## config.mk

```make
export PLATFORM = sky130hd
export DESIGN_NAME = round_sat_pipe
export DESIGN_NICKNAME = d
export VERILOG_FILES = /design/src/rtl/round_sat_pipe.sv
export SDC_FILE = /design/constraint.sdc
export NUM_CORES = 1
export LEC_CHECK = 0
export ABC_AREA = 1
export CAP_MARGIN = 0
export CORE_MARGIN = 10
export CORE_UTILIZATION = 45
export CTS_BUF_LIST = sky130_fd_sc_hd__clkbuf_4 sky130_fd_sc_hd__clkbuf_8 sky130_fd_sc_hd__clkbuf_16
export CTS_CLUSTER_DIAMETER = 100
export DETAILED_ROUTE_END_ITERATION = 16
export GPL_TIMING_DRIVEN = 0
export PLACE_DENSITY = 0.76
export SYNTH_ARGS = -nofsm -noshare
export SYNTH_HDL_FRONTEND = slang
export SYNTH_SLANG_ARGS = --single-unit
```

## constraint.sdc

```tcl
create_clock -name clk -period 1.9 [get_ports clk]
set_clock_uncertainty 0.1 [all_clocks]
set_input_delay 0.38 -clock clk [delete_from_list [all_inputs] [get_ports clk]]
set_output_delay 0.38 -clock clk [all_outputs]
set_load 0.01 [all_outputs]
```

## src/rtl/round_sat_pipe.sv

```systemverilog
// Two-stage round/saturate for complex FFT samples, with valid/ready flow control
// and per-frame saturation statistics.
module round_sat_lane #(
  parameter int IW      = 16,
  parameter int SH      = 7,
  parameter int OW      = 8,
  parameter int SYM_SAT = 0,
  parameter int RW      = IW - SH + 1
) (
  input  logic [IW-1:0] x_i,
  input  logic [1:0]    mode_i,
  input  logic [RW-1:0] r_i,
  output logic [RW-1:0] rnd_o,
  output logic [OW-1:0] y_o,
  output logic          sat_o
);
  localparam logic signed [RW-1:0] MAXV = RW'((1 << (OW - 1)) - 1);
  // ~MAXV is -2^(OW-1); the symmetric limit is one above it
  localparam logic signed [RW-1:0] MINV = (SYM_SAT != 0) ? ~MAXV + RW'(1) : ~MAXV;

  logic [IW-SH-1:0] kept;
  logic             half, sticky, odd, sign, inc;

  assign kept   = x_i[IW-1:SH];
  assign half   = x_i[SH-1];
  assign sticky = |x_i[SH-2:0];
  assign odd    = x_i[SH];
  assign sign   = x_i[IW-1];

  always_comb begin
    inc = 1'b0;
    case (mode_i)
      2'b00: inc = 1'b0;
      2'b01: inc = half;
      2'b10: inc = half & (sticky | odd);
      2'b11: inc = half & (sticky | ~sign);
      default: inc = 1'b0;
    endcase
  end

  // one extra bit so the round-up of the largest kept value cannot wrap
  assign rnd_o = {kept[IW-SH-1], kept} + {{(RW-1){1'b0}}, inc};

  always_comb begin
    y_o   = r_i[OW-1:0];
    sat_o = 1'b0;
    if ($signed(r_i) > MAXV) begin
      y_o   = MAXV[OW-1:0];
      sat_o = 1'b1;
    end else if ($signed(r_i) < MINV) begin
      y_o   = MINV[OW-1:0];
      sat_o = 1'b1;
    end
  end
endmodule

module round_sat_pipe #(
  parameter int IN_WORD_LENGTH   = 16,
  parameter int IN_FLOAT_LENGTH  = 12,
  parameter int OUT_WORD_LENGTH  = 8,
  parameter int OUT_FLOAT_LENGTH = 5,
  parameter int SYM_SAT          = 0,
  parameter int CNT_WIDTH        = 8
) (
  input  logic                       clk,
  input  logic                       rst,
  input  logic                       i_valid,
  output logic                       i_ready,
  input  logic [IN_WORD_LENGTH-1:0]  i_in,
  input  logic [IN_WORD_LENGTH-1:0]  q_in,
  input  logic                       i_last,
  input  logic [1:0]                 rnd_mode,
  output logic                       o_valid,
  input  logic                       o_ready,
  output logic [OUT_WORD_LENGTH-1:0] i_out,
  output logic [OUT_WORD_LENGTH-1:0] q_out,
  output logic                       o_last,
  output logic                       o_sat,
  output logic [CNT_WIDTH-1:0]       o_sat_count,
  output logic                       o_sat_sticky
);
  localparam int IW = IN_WORD_LENGTH;
  localparam int OW = OUT_WORD_LENGTH;
  localparam int SH = IN_FLOAT_LENGTH - OUT_FLOAT_LENGTH;
  localparam int RW = IW - SH + 1;

  logic [2:1]               vld_pipe_q;
  logic [1:0][IW-1:0]       x;
  logic [1:0][RW-1:0]       rnd, s1_r_q;
  logic [1:0][OW-1:0]       y, y_q;
  logic [1:0]               sat;
  logic                     s1_last_q, last_q, sat_q;
  logic                     en1, en2, hs;
  logic [CNT_WIDTH-1:0]     cnt_q, cnt_d, cnt_sat, cnt_out_q, cnt_out_d;
  logic                     sticky_q, sticky_d;

  assign x = {q_in, i_in};

  for (genvar g = 0; g < 2; g++) begin : g_lane
    round_sat_lane #(.IW(IW), .SH(SH), .OW(OW), .SYM_SAT(SYM_SAT), .RW(RW)) u_lane (
      .x_i   (x[g]),
      .mode_i(rnd_mode),
      .r_i   (s1_r_q[g]),
      .rnd_o (rnd[g]),
      .y_o   (y[g]),
      .sat_o (sat[g])
    );
  end

  assign en2     = ~vld_pipe_q[2] | o_ready;
  assign en1     = ~vld_pipe_q[1] | en2;
  assign i_ready = en1;
  assign hs      = vld_pipe_q[2] & o_ready;

  always_comb begin
    cnt_sat   = cnt_q;
    if (sat_q && cnt_q != '1) cnt_sat = cnt_q + CNT_WIDTH'(1);
    cnt_d     = cnt_q;
    cnt_out_d = cnt_out_q;
    if (hs && last_q) begin
      cnt_out_d = cnt_sat;
      cnt_d     = '0;
    end else if (hs) begin
      cnt_d     = cnt_sat;
    end
    sticky_d  = sticky_q | (hs & sat_q);
  end

  always_ff @(posedge clk) begin
    if (rst) begin
      vld_pipe_q <= '0;
      s1_r_q     <= '0;
      s1_last_q  <= 1'b0;
      y_q        <= '0;
      last_q     <= 1'b0;
      sat_q      <= 1'b0;
      cnt_q      <= '0;
      cnt_out_q  <= '0;
      sticky_q   <= 1'b0;
    end else begin
      if (en1) begin
        vld_pipe_q[1] <= i_valid;
        if (i_valid) begin
          s1_r_q    <= rnd;
          s1_last_q <= i_last;
        end
      end
      // output regs only move when a real sample advances, so idle outputs stay quiet
      if (en2) begin
        vld_pipe_q[2] <= vld_pipe_q[1];
        if (vld_pipe_q[1]) begin
          y_q    <= y;
          last_q <= s1_last_q;
          sat_q  <= |sat;
        end
      end
      cnt_q     <= cnt_d;
      cnt_out_q <= cnt_out_d;
      sticky_q  <= sticky_d;
    end
  end

  assign o_valid      = vld_pipe_q[2];
  assign i_out        = y_q[0];
  assign q_out        = y_q[1];
  assign o_last       = last_q;
  assign o_sat        = sat_q;
  assign o_sat_count  = cnt_out_q;
  assign o_sat_sticky = sticky_q;
endmodule

```

==> run_results.csv <==
group,metric,value,unit
place,dp_slack,-0.739,ns
routing,ant_nets,0,
routing,first_pass_iters,4,
logic_synthesis,netlist_instances,403,
grt,grt_start_max_net_pins,11,
place,hpwl,5.53,mm
logic_synthesis,yosys_warnings,0,
pwr,p_switching,0.000750,W
routing,viasPerCell,5.08,
final_layout,layout_commonest_cell,"nand2_1",
grt,antenna_found_initial,0,
pwr,power,0.00279,W
logic_synthesis,synth_top_cell_by_area,"dfxtp_1",
clocking,postCtsHoldBufs,0,
timing,whs,0.356,ns
place,dp_cells,545,
worst_setup_path,cp_max_fo,3,
final_layout,drive_gt1_frac,0.149,
routing,totalWireLength,7.56,mm
final_layout,area_delta_synth_final,40.3,%
final_layout,antenna_cells,0,
routing,wl_per_cell,13.4,um
floorplan,ioPinCount,68,
logic_synthesis,synth_nets,447,
pwr,ir_drop,0.342,mV
final_layout,stdcell_count,565,
worst_setup_path,worstSetupEndpointType,"output port",
worst_setup_path,startpoint_type,"primary input",
pwr,p_per_area,703,mW/mm^2
timing,rsz0062_at_grt,"false",
place,io_buffers,67,
worst_setup_path,arrival,1.30,ns
worst_setup_path,worstPathRequired,1.42,ns
grt,grt_pass1_wl,12.4,mm
logic_synthesis,ys_types,34,
clocking,cts.sinks,58,
outcome,status,"complete, no violations",
clocking,insertion_delay,0.34,ns
floorplan,fp.dieArea,0.00985,sq mm
hold_path,worstHoldPathType,"register to register",
place,dpl_cell_area,0.00359,sq mm
clocking,cts_tree,"done",
timing,fmax,0.562,GHz
worst_setup_path,critPathKind,"primary input to output port",
final_layout,num-nets-final,530,
timing,worst_slack,0.122,ns
grt,grt_usage,0.150,
logic_synthesis,avgSynthCellArea,7.01,sq um
floorplan,dieWidth,99.3,um
clocking,path_clk_slew,0.06,ns
floorplan,initial_core_util,0.469,
logic_synthesis,async_flop_share,0,
timing,worst_pin_slew,0.552,ns
clocking,htreeDepth,3,
grt,first_global_vias,2764,
pwr,p_seq_frac,0.476,
logic_synthesis,ys_ff_latch,58,
timing,finalSetupViolations,0,
timing,post-route-period-util,0.936,
timing,hold_viol_final,0,
logic_synthesis,synth_edf_count,0,
floorplan,dieHeight,99.3,um
timing,maxSlewViolCount,0,
logic_synthesis,synthTopCellsByArea,"dfxtp_1 (41%), nand2_1 (12%), a21oi_1 (7.4%), o21ai_0 (5.8%), inv_1 (5.7%)",
routing,num_vias,2872,
timing,fin_crit,1.78,ns
clocking,clock_path_buffers,2,
clocking,cts-root-buf,"clkbuf_8",
routing,drtIter0Drc,129,
timing,max_slew_margin,0.632,
logic_synthesis,synth_top_cell_area_share,0.411,
routing,drc,0,
place,gp_congestion,0.873,
grt,grt_overflow,0,
logic_synthesis,synth_ff_type,"dfxtp_1",
logic_synthesis,syn-cell-area,0.00283,sq mm
pwr,internal_power,0.00204,W
final_layout,postLayoutCellArea,0.00397,sq mm
pwr,clockPowerShare,0.362,
clocking,cts_made_buffers,9,
floorplan,num_rows,28,
pwr,comb_power_share,0.162,
logic_synthesis,yosysSeqAreaShare,0.411,
job,cap_violations,0,
final_layout,final_cell_mix,"nand2_1 (84), dfxtp_1 (58), clkdlybuf4s50_1 (46), inv_1 (43), a21oi_1 (42)",
floorplan,coreArea,0.00603,sq mm
pwr,swShare,0.269,
pwr,leakage,1.78,nW
==> flip-flops by register name (all words and copies together) (netlist names) <==
register	count
o_sat_count	8
q_out	8
s1_last_q	1
cnt_q	8
vld_pipe_q	2
o_sat_sticky	1
i_out	8
s1_r_q	20
o_last	1
o_sat	1
==> stage by stage <==
step           TNS, ns   util
2_1_floorplan        0      -
3_3_place_gp     -8.99  0.596
3_5_place_dp     -9.92  0.596
4_1_cts        -0.0122  0.643
5_1_grt              0  0.658
6_report             0  0.658
==> layer usage <==
metal  global-route usage  share of wire  up-vias  wire, um
met2                0.244           0.48       83      3600
li1                     -              -     1480         -
met3               0.0623          0.085       16       639
met1                0.163           0.42     1293      3160
met5                    0              0        -         0
met4               0.0816          0.022        0       166
==> repair_timing <==
item / 4_1_cts / 5_1_grt
setup endpoints to repair: 14 / 11
pin swaps: 12 / 16
gates resized for setup: 28 / 34
buffers inserted: 4 / 1
==> Yosys cell counts (2+ instances only) <==
library cell,count
nand2_1,87
dfxtp_1,58
inv_1,43
a21oi_1,42
nor2_1,39
o21ai_0,33
nand3_1,32
nand2_2,8
xor2_1,7
buf_2,6
nand4_1,6
ha_1,5
nor3_1,5
a31oi_1,4
inv_2,3
buf_4,2
clkbuf_1,2
nor4_1,2
o21a_1,2
or2_0,2
xnor2_1,2
==> power by group through the flow <==
stage | logic [W] | clock network [W] | registers [W]
floorplan | 0.000215 | 0 | 0.00135
global placement | 0.000424 | 0 | 0.00135
detailed placement | 0.000430 | 0 | 0.00135
CTS | 0.000445 | 0.00102 | 0.00133
global route | 0.000503 | 0.00108 | 0.00133
finish | 0.000453 | 0.00101 | 0.00133
==> final timing paths <==
check                                     from              to  slack, ns  depth (start not counted)
worst max-delay path                   o_ready         i_ready       0.12                          4
worst min register to register  o_sat_count[5]  o_sat_count[5]       0.36                          2
worst min-delay path            o_sat_count[5]  o_sat_count[5]       0.36                          2
worst max register to register        cnt_q[1]  o_sat_count[7]       0.36                         10
==> cells by family after synthesis <==
logic type | after synthesis | synth area share
AO/OA/AOI/OAI | 84 | 0.155
buffers and inverters | 60 | 0.0885
XOR/XNOR | 9 | 0.0279
flip-flops | 58 | 0.411
AND/OR/NAND/NOR | 187 | 0.296
adder cells (fa/ha/maj) | 5 | 0.0221
==> worst max-delay path, stage by stage <==
cell	delay, ns
clkdlybuf4s50_1	0.42
inv_1	0.09
nand3_2	0.09
dlygate4sd2_1	0.30
==> layout make-up <==
cell class              count  area (sq um)
plain buffers              12          67.6
well taps                  75          93.8
fillers                   534          2060
repair buffers             72           729
multi-input cells         285          1560
clock inverters             3          15.0
clock buffers              12           159
flip-flops and latches     58          1160
inverters                  48           183
Power figures use the tool's default switching activity.
